$ cat src/rtl/seg_pkg.sv
// Shared definitions for the seven-segment scan driver: scan FSM states,
// all-off output constants and the active-low hex glyph table (bit 0 = a .. bit 6 = g).
package seg_pkg;

    typedef enum logic {
        SHOW = 1'b0,
        GAP  = 1'b1
    } scanState_e;

    localparam logic [6:0] SEG_OFF = 7'b1111111;
    localparam logic [3:0] AN_OFF  = 4'b1111;

    // Indexed by nibble value; entry 15 is listed first in the concatenation.
    localparam logic [15:0][6:0] GLYPH_TABLE = {
        7'b0001110,  // F
        7'b0000110,  // E
        7'b0100001,  // d
        7'b1000110,  // C
        7'b0000011,  // b
        7'b0001000,  // A
        7'b0010000,  // 9
        7'b0000000,  // 8
        7'b1111000,  // 7
        7'b0000010,  // 6
        7'b0010010,  // 5
        7'b0011001,  // 4
        7'b0110000,  // 3
        7'b0100100,  // 2
        7'b1111001,  // 1
        7'b1000000   // 0
    };

endpackage

$ cat src/rtl/seg_scan_driver_if.sv
// Host-facing bus of the scan driver: display data and its capture strobe,
// plus the registered segment/anode pins and the frame marker.
interface seg_scan_driver_if;

    logic [15:0] value;
    logic [3:0]  dp_in;
    logic [3:0]  blank;
    logic        load;
    logic [6:0]  seg;
    logic        dp;
    logic [3:0]  an;
    logic        frame_tick;

    modport master (
        output value, dp_in, blank, load,
        input  seg, dp, an, frame_tick
    );

    modport slave (
        input  value, dp_in, blank, load,
        output seg, dp, an, frame_tick
    );

endinterface

$ cat src/rtl/seg_scan_driver_hex_to_seg.sv
// Combinational nibble-to-glyph lookup, active-low segments a..g on bits 0..6.
module hex_to_seg
    import seg_pkg::*;
(
    input  logic [3:0] nibble,
    output logic [6:0] glyph
);

    assign glyph = GLYPH_TABLE[nibble];

endmodule

$ cat src/rtl/seg_scan_driver.sv
// Four-digit multiplexed seven-segment driver. Each digit is lit for
// REFRESH_DIV cycles, followed by GAP_CYCLES of all-anodes-off to stop ghosting.
// Build option SEG_LZ_BLANK_EN darkens leading-zero digits 3..1.
module seg_scan_driver
    import seg_pkg::*;
#(
    parameter int REFRESH_DIV = 100000,
    parameter int GAP_CYCLES  = 16
) (
    input logic            clk,
    input logic            rst_n,
    seg_scan_driver_if.slave bus
);

    localparam int CNT_MAX = (REFRESH_DIV > GAP_CYCLES) ? REFRESH_DIV : GAP_CYCLES;
    localparam int CW      = $clog2(CNT_MAX);
    localparam logic [CW-1:0] SHOW_LAST = CW'(REFRESH_DIV - 1);
    localparam logic [CW-1:0] GAP_LAST  = (GAP_CYCLES == 0) ? '0 : CW'(GAP_CYCLES - 1);

    scanState_e    state, stateNext;
    logic [CW-1:0] cnt, cntNext;
    logic [1:0]    digitIdx, digitIdxNext;
    logic          wrapPending, wrapPendingNext;

    logic [15:0] shadowValue;
    logic [3:0]  shadowDp;
    logic [3:0]  shadowBlank;

    logic [3:0] autoBlank;
    logic [3:0] curNibble;
    logic [6:0] curGlyph;
    logic       segDark;

    logic [6:0] segQ;
    logic       dpQ;
    logic [3:0] anQ;
    logic       tickQ;

    // Scan state register: FSM state, dwell counter, digit index, wrap marker.
    always_ff @(posedge clk or negedge rst_n) begin
        // NOTE: non-blocking assignments so every register samples pre-edge values.
        if (!rst_n) begin
            state       <= SHOW;
            cnt         <= '0;
            digitIdx    <= 2'd0;
            wrapPending <= 1'b0;
        end else begin
            state       <= stateNext;
            cnt         <= cntNext;
            digitIdx    <= digitIdxNext;
            wrapPending <= wrapPendingNext;
        end
    end

    // Next-state logic: count dwell, advance digit at end of SHOW, return from GAP.
    always_comb begin
        // NOTE: defaults first so no path leaves a signal unassigned (no latch).
        stateNext       = state;
        cntNext         = cnt + CW'(1);
        digitIdxNext    = digitIdx;
        wrapPendingNext = wrapPending;
        // The wrap marker is consumed when digit 0 starts its dwell.
        if (state == SHOW && cnt == '0 && digitIdx == 2'd0)
            wrapPendingNext = 1'b0;
        case (state)
            SHOW: begin
                if (cnt == SHOW_LAST) begin
                    cntNext      = '0;
                    digitIdxNext = digitIdx + 2'd1;
                    if (digitIdx == 2'd3)
                        wrapPendingNext = 1'b1;
                    stateNext = (GAP_CYCLES == 0) ? SHOW : GAP;
                end
            end
            GAP: begin
                if (cnt == GAP_LAST) begin
                    cntNext   = '0;
                    stateNext = SHOW;
                end
            end
            default: stateNext = SHOW;
        endcase
    end

    // Shadow capture: display data changes only on load, never touching the scan.
    always_ff @(posedge clk or negedge rst_n) begin
        // NOTE: shadow blank resets to all-ones so the display stays dark until first load.
        if (!rst_n) begin
            shadowValue <= 16'h0000;
            shadowDp    <= 4'b0000;
            shadowBlank <= 4'b1111;
        end else if (bus.load) begin
            shadowValue <= bus.value;
            shadowDp    <= bus.dp_in;
            shadowBlank <= bus.blank;
        end
    end

`ifdef SEG_LZ_BLANK_EN
    assign autoBlank = {shadowValue[15:12] == 4'h0,
                        shadowValue[15:8]  == 8'h00,
                        shadowValue[15:4]  == 12'h000,
                        1'b0};
`else
    assign autoBlank = 4'b0000;
`endif

    assign curNibble = shadowValue[{digitIdx, 2'b00} +: 4];
    assign segDark   = shadowBlank[digitIdx] | autoBlank[digitIdx];

    hex_to_seg uGlyph (
        .nibble (curNibble),
        .glyph  (curGlyph)
    );

    // Output pin registers: one cycle behind the scan state and shadow data.
    always_ff @(posedge clk or negedge rst_n) begin
        if (!rst_n) begin
            segQ  <= SEG_OFF;
            dpQ   <= 1'b1;
            anQ   <= AN_OFF;
            tickQ <= 1'b0;
        end else begin
            if (state == SHOW) begin
                anQ  <= ~(4'b0001 << digitIdx);
                segQ <= segDark ? SEG_OFF : curGlyph;
                dpQ  <= shadowBlank[digitIdx] ? 1'b1 : ~shadowDp[digitIdx];
            end else begin
                anQ  <= AN_OFF;
                segQ <= SEG_OFF;
                dpQ  <= 1'b1;
            end
            tickQ <= wrapPending && (state == SHOW) && (cnt == '0) && (digitIdx == 2'd0);
        end
    end

    assign bus.seg        = segQ;
    assign bus.dp         = dpQ;
    assign bus.an         = anQ;
    assign bus.frame_tick = tickQ;

endmodule
$ cat src/flat_wrapper.sv
// flat-port wrapper written by rule: the top's interface ports become plain ports
module seg_scan_driver_flat import seg_pkg::*;
#(
    parameter int REFRESH_DIV = 100000,
    parameter int GAP_CYCLES  = 16
)
  (clk, rst_n, bus_value, bus_dp_in, bus_blank, bus_load, bus_seg, bus_dp, bus_an, bus_frame_tick);
  seg_scan_driver_if bus_i ();
  input logic clk;
  input logic rst_n;
  input wire logic [$bits(bus_i.value)-1:0] bus_value;
  input wire logic [$bits(bus_i.dp_in)-1:0] bus_dp_in;
  input wire logic [$bits(bus_i.blank)-1:0] bus_blank;
  input wire logic [$bits(bus_i.load)-1:0] bus_load;
  output wire logic [$bits(bus_i.seg)-1:0] bus_seg;
  output wire logic [$bits(bus_i.dp)-1:0] bus_dp;
  output wire logic [$bits(bus_i.an)-1:0] bus_an;
  output wire logic [$bits(bus_i.frame_tick)-1:0] bus_frame_tick;
  assign bus_i.value = bus_value;
  assign bus_i.dp_in = bus_dp_in;
  assign bus_i.blank = bus_blank;
  assign bus_i.load = bus_load;
  assign bus_seg = bus_i.seg;
  assign bus_dp = bus_i.dp;
  assign bus_an = bus_i.an;
  assign bus_frame_tick = bus_i.frame_tick;
  seg_scan_driver #(.REFRESH_DIV(REFRESH_DIV), .GAP_CYCLES(GAP_CYCLES)) u_core (.clk(clk), .rst_n(rst_n), .bus(bus_i));
endmodule
$ cat config.mk
export PLATFORM = sky130hd
export DESIGN_NAME = seg_scan_driver_flat
export DESIGN_NICKNAME = d
export VERILOG_FILES = /design/src/rtl/seg_pkg.sv /design/src/rtl/seg_scan_driver_if.sv /design/src/rtl/seg_scan_driver_hex_to_seg.sv /design/src/rtl/seg_scan_driver.sv /design/src/flat_wrapper.sv
export SDC_FILE = /design/constraint.sdc
export NUM_CORES = 1
export LEC_CHECK = 0
export ABC_AREA = 1
export CORE_ASPECT_RATIO = 1.4
export CORE_UTILIZATION = 25
export DETAILED_ROUTE_END_ITERATION = 10
export GPL_TIMING_DRIVEN = 0
export PLACE_DENSITY_LB_ADDON = 0.3
export SLEW_MARGIN = 10
export SYNTH_ARGS = -nofsm -noshare
export SYNTH_HDL_FRONTEND = slang
export SYNTH_SLANG_ARGS = --single-unit
$ cat constraint.sdc
create_clock -name clk -period 1.8 [get_ports clk]
set_input_delay 0.45 -clock clk [delete_from_list [all_inputs] [get_ports clk]]
set_output_delay 0.45 -clock clk [all_outputs]
set_load 0.01 [all_outputs]
# Yosys cells after proc, flatten, opt, wreduce, memory -nomap -nowiden
# Memory sizes are Yosys's and may differ from the RTL's.
# Cells that the tools add are included.
# W data, S select, Z words.
[word_totals]
out_inout_bits = 13
mem_bits_ro = 112
ff_bits = 58
memories = 1
elab_cells = 55
[mem_list]
columns = ["name", "words", "width", "read_ports", "rd_clocked_by_memory_dff", "wr", "line", "text"]
rows = [
  ["(no name shown)", 16, 7, 1, 0, 0, "seg_scan_driver_hex_to_seg.sv:9", "assign glyph = GLYPH_TABLE[nibble];"],
]
[op_classes]
n_addsub = 2
reduce_logical = 8
shift = 2
bitwise_logic = 4
n_lt_le_gt_ge = 2
n_eq_ne = 3
mux = 22
[ops]
columns = ["operator", "n"]
rows = [
  ["$mux W17", 2],
  ["$pmux W17 S2", 1],
  ["$mux W7", 3],
  ["$add A17 B1 Y17 const B", 1],
  ["$eq A17 B17 Y1 const B", 1],
  ["$eq A17 B4 Y1 const B", 1],
  ["$logic_not A17 Y1", 1],
  ["$shiftx A16 B5 Y4", 1],
  ["$mux W1", 11],
  ["$bmux W1 S2", 3],
  ["$logic_and A1 B1 Y1", 5],
  ["$lt A4 B5 Y1 const B", 1],
  ["$mux W4", 1],
  ["$not A4 Y4", 1],
  ["$shl A1 B2 Y4 const A", 1],
  ["$lt A2 B3 Y1 const B", 1],
  ["$add A2 B1 Y2 const B", 1],
  ["$eq A2 B2 Y1 const B", 1],
  ["$logic_not A2 Y1", 1],
  ["$not A1 Y1", 2],
  ["$pmux W1 S2", 1],
  ["$reduce_and A2 Y1", 1],
  ["$or A1 B1 Y1", 1],
]

# Depth between registers and ports, before layout
[depth]
ltp_word = 7
ltp_mapped = 11
ltp_nobuf = 10

# Hierarchy
# A second synthesis with hierarchy kept.
[hier_totals]
hier_cells = 372
hier_area_um2 = 3076.7
[modules_own_cells]
columns = ["module", "instances", "seq_area_each_um2", "cells_each", "area_per_inst_um2"]
rows = [
  ["seg_scan_driver", 1, 1471.4, 323, 2802.7],
  ["hex_to_seg", 1, 0.0, 49, 274.0],
]

# Worst setup path before layout
# Ideal clock, no wire load.
[synth_timing]
path_type = "register to register"
start = "register u_core.digitIdx[0]"
end = "register u_core.segQ[0], in the netlist u_core.bus.seg[0]"
arrival_ns = 1.495
stages_incl_launch_ff = 12
path_slack_ns = 0.228
cell_sequence = "dfrtp_1 inv_2 buf_6 nand2_1 nand3_1 nand2_1 inv_1 ha_1 inv_1 nor2_1 a21oi_2 nand2_1"
[synth_between]
elab_chain_cells = 5
elab_cells_between_ends = 10
classes_between = "shift: 1; mux: 7; bitwise: 1; memory: 1"
[synth_rtl]
columns = ["item", "line", "text"]
rows = [
  ["start, declared", "seg_scan_driver.sv:22", "logic [1:0] digitIdx, digitIdxNext;"],
  ["start signal, assigned", "seg_scan_driver.sv:50", "digitIdx <= digitIdxNext;"],
  ["$shiftx A16 B5 Y4 or $bmux W1 S2 (tied branches)", "seg_scan_driver.sv:108, seg_scan_driver.sv:109", ""],
  ["$mem_v2 Z16 W7 or $mux W1 (tied branches)", "n/a", ""],
  ["$mux W7 (not written as such) or $or A1 B1 Y1 (tied branches)", "seg_scan_driver_hex_to_seg.sv:9, seg_scan_driver.sv:109", ""],
  ["$mux W7 *", "seg_scan_driver.sv:126", "segQ <= segDark ? SEG_OFF : curGlyph;"],
  ["$mux W7 *", "seg_scan_driver.sv:124", "if (state == SHOW) begin"],
  ["end signal, assigned", "seg_scan_driver.sv:126", ""],
  ["end, declared", "seg_scan_driver.sv:34", "logic [6:0] segQ;"],
]
# Every way passes the cells marked *; elsewhere a longest branch is shown, timed or not. The select of a mux whose other input is x is not followed.
# A chain may end at the register's enable or synchronous reset.

# Worst setup path after layout
[layout_timing]
start = "register u_core.digitIdx[0]"
end = "register u_core.segQ[1], in the netlist u_core.bus.seg[1]"
# Same word-level chain as after synthesis.

==> flow_summary.ini <==
[timing]
fin_skew_ns = 0.00824
relSlewSlack_pct = 51.3
finalCritPeriodShare_pct = 93.5
finalHoldViolCount = 0
period_needed_ns = 1.68
setup-violations-final = 0
fmax_mhz = 594
worst_slew_pin_slew_ns = 0.731
fin_setup_tns_ns = 0
slew_viol_final = 0
rsz0062_at_grt = false

[yosys]
yosysWarnings = 0
synth_edf_count = 0
async_flop_share_pct = 100
synth_top_family_by_area = simple AND/OR/NAND/NOR gates
synth_xor_area_share_pct = 1.97
synth_seq_cells = 58
synth.area.mux_share_pct = 6.88
synth_nets = 402
synthAdderAreaFrac_pct = 4.83
synthCells = 363
synth_compound_area_share_pct = 3.02
netlist_area_um2 = 3110
avgSynthCellArea_um2 = 8.57
yosysSeqAreaShare_pct = 47.3
yosys.area_share.simple_pct = 29.5
ys_types = 31
synth-main-ff-cell = dfrtp_1

[placement]
gp_congestion = 0.879
place_area_um2 = 3670
numPortBuffers = 38
dpl.hpwl_mm = 5.14

[final_layout]
diodes = 0
drive_gt1_share_pct = 20.8
final_cell_mix = nand2_1 (91), nor2_1 (50), dfrtp_1 (41), inv_1 (32), nand3_1 (30)
layout_commonest_cell = nand2_1
final_nets = 453
design_area_um2 = 4020
area_delta_synth_final_pct = 29.1

[worst_setup_path]
critPathKind = register to register
required_ns = 2.05
crit_arrival_ns = 1.93
cpPeakStageDelay_ns = 0.47
path_cells = inv_2 -> buf_6 -> nand2_1 -> nand3_1 -> nand2_4 -> ha_1 -> nand3_1 -> nor2_1 -> nor2_1 -> nand2_1
critPathSlowestCell = dfrtp_2
reg2reg_depth = 10
cp-start-kind = register
cp_max_fo = 11
end_kind = register

[detailed_routing]
wl_per_cell_um = 12.4
vias = 2475
drt-pass1-iter-count = 4
drt-total-wl_mm = 7.04
drtAntennaViolNets = 0
drc_errors = 0
viasPerCell = 4.37
drt_iter0_drc = 90

[global_routing]
grt_start_max_net_pins = 59
globalRoute.totalOverflow = 0
track_usage_pct = 12.5
antenna_found_initial = 0
grt_pass1_vias = 2568
grt_pass1_wl_mm = 12.2

[pwr]
peakVddDrop_uv = 547
power_density_nw_per_um2 = 882
p_leak_uw = 0.00186

[clocking]
clk_pin_slew_ns = 0.05
root_buffer = clkbuf_16
h-tree-depth = 3
clk_latency_ns = 0.33
cts.sinks = 58
clockBufferDepth = 2
cts_tree = yes
cts_made_buffers = 9

[floorplanning]
ios = 40
rows = 47
die_h_um = 134
core_um2 = 12000
initial_core_util_pct = 25.9
dieArea_um2 = 12900
die-width_um = 96.3

[job]
drv_cap = 0

[run_status]
status = completed

[worst_hold_path]
hp-class = input port to asynchronous set/reset pin
## sequential cells by signal (all words and copies together) (netlist names)
| register | count |
|---|---|
| u_core.cnt | 17 |
| u_core.shadowValue | 16 |
| u_core.bus.seg | 7 |
| u_core.bus.an | 4 |
| u_core.shadowBlank | 4 |
| u_core.shadowDp | 4 |
| u_core.digitIdx | 2 |
| u_core.bus.dp | 1 |
| u_core.bus.frame_tick | 1 |
| u_core.state | 1 |
| u_core.wrapPending | 1 |
## power by group
part           internal (uW)  leakage [uW]  total (uW)  switching [uW]
combinational            168       0.00102         353             185
sequential              1410      0.000694        1440            29.9
clock                   1180      0.000153        1750             569
## area by class of cell
cell class                      count  area, um^2
Multi-Input combinational cell    258        1470
Tap cell                          147         184
Sequential cell                    58        1470
Inverter                           38         148
Fill cell                        1282        7980
Clock buffer                       14         274
Clock inverter                      2        35.0
Buffer                              9        57.6
Timing Repair Buffer               40         378
## critical path: cells and delay by family (launching register included)
kind / cells / cell delay (ns)
adder cells (fa/ha/maj): 1 / 0.30
flip-flops: 1 / 0.47
AND/OR/NAND/NOR: 7 / 0.59
buffers and inverters: 2 / 0.25
## layer usage
| metal | wire, um | track usage (%) | part of all wire [%] | vias to the layer above |
|---|---|---|---|---|
| li1 | - | - | - | 1261 |
| met1 | 3010 | 14.5 | 43 | 1153 |
| met2 | 3540 | 20.8 | 50 | 49 |
| met3 | 271 | 3.23 | 3.9 | 12 |
| met4 | 218 | 6.72 | 3.1 | 0 |
| met5 | 0 | 0 | 0 | - |
## cells in the mapped netlist, drive strengths merged, types with 4 or more instances
library cell / number / area share, %
nand3: 36 / 6.3
nand4: 10 / 2.0
mux2: 19 / 6.9
xor2: 7 / 2.0
o21ai: 11 / 1.8
nand2: 100 / 13
nor2: 53 / 7.2
dfrtp: 42 / 34
buf: 8 / 1.7
dfstp: 16 / 14
a21oi: 4 / 0.76
inv: 38 / 4.7
ha: 12 / 4.8
## what timing repair did
action,CTS,global route
hold buffers,0,0
gates resized for setup,15,8
setup endpoints to repair,18,6
pin swaps,0,0
buffers inserted,0,2
## path summary, 6_finish.rpt
check	from	endpoint	slack (ns)
max	u_core.digitIdx[0]$_DFFE_PN0P_	u_core.bus.seg[1]$_DFF_PN1_	0.12
min	rst_n	u_core.cnt[13]$_DFF_PN0_	0.18
max reg2reg	u_core.digitIdx[0]$_DFFE_PN0P_	u_core.bus.seg[1]$_DFF_PN1_	0.12
min reg2reg	u_core.cnt[0]$_DFF_PN0_	u_core.cnt[0]$_DFF_PN0_	0.48
max in group asynchronous	rst_n	u_core.digitIdx[0]$_DFFE_PN0P_	1.08
min in group clk	u_core.cnt[0]$_DFF_PN0_	u_core.cnt[0]$_DFF_PN0_	0.48
## metrics by stage
stage | power, uW | std cells | hold WS, ns | setup slack (ns) | utilization (%)
after CTS | 3600 | 564 | 0.210 | 0.00338 | 33.1
after floorplan | 1650 | 363 | 0.154 | 0.228 | -
after global placement | 1820 | 548 | 0.471 | -1.58 | 30.6
after global routing | 3700 | 566 | 0.256 | 0.00345 | 33.5
after detailed placement | 1830 | 548 | 0.475 | -0.116 | 30.6
final | 3540 | 566 | 0.175 | 0.118 | 33.5
## cells by family (layout without fill, tap and decap cells)
group / after synthesis / after routing
fa+ha+maj: 12 / 12
mux: 19 / 19
compound gates: 17 / 17
simple gates: 203 / 203
buf+inv: 47 / 103
flops: 58 / 58
xor+xnor: 7 / 7
(Power assumes the default switching activity.)
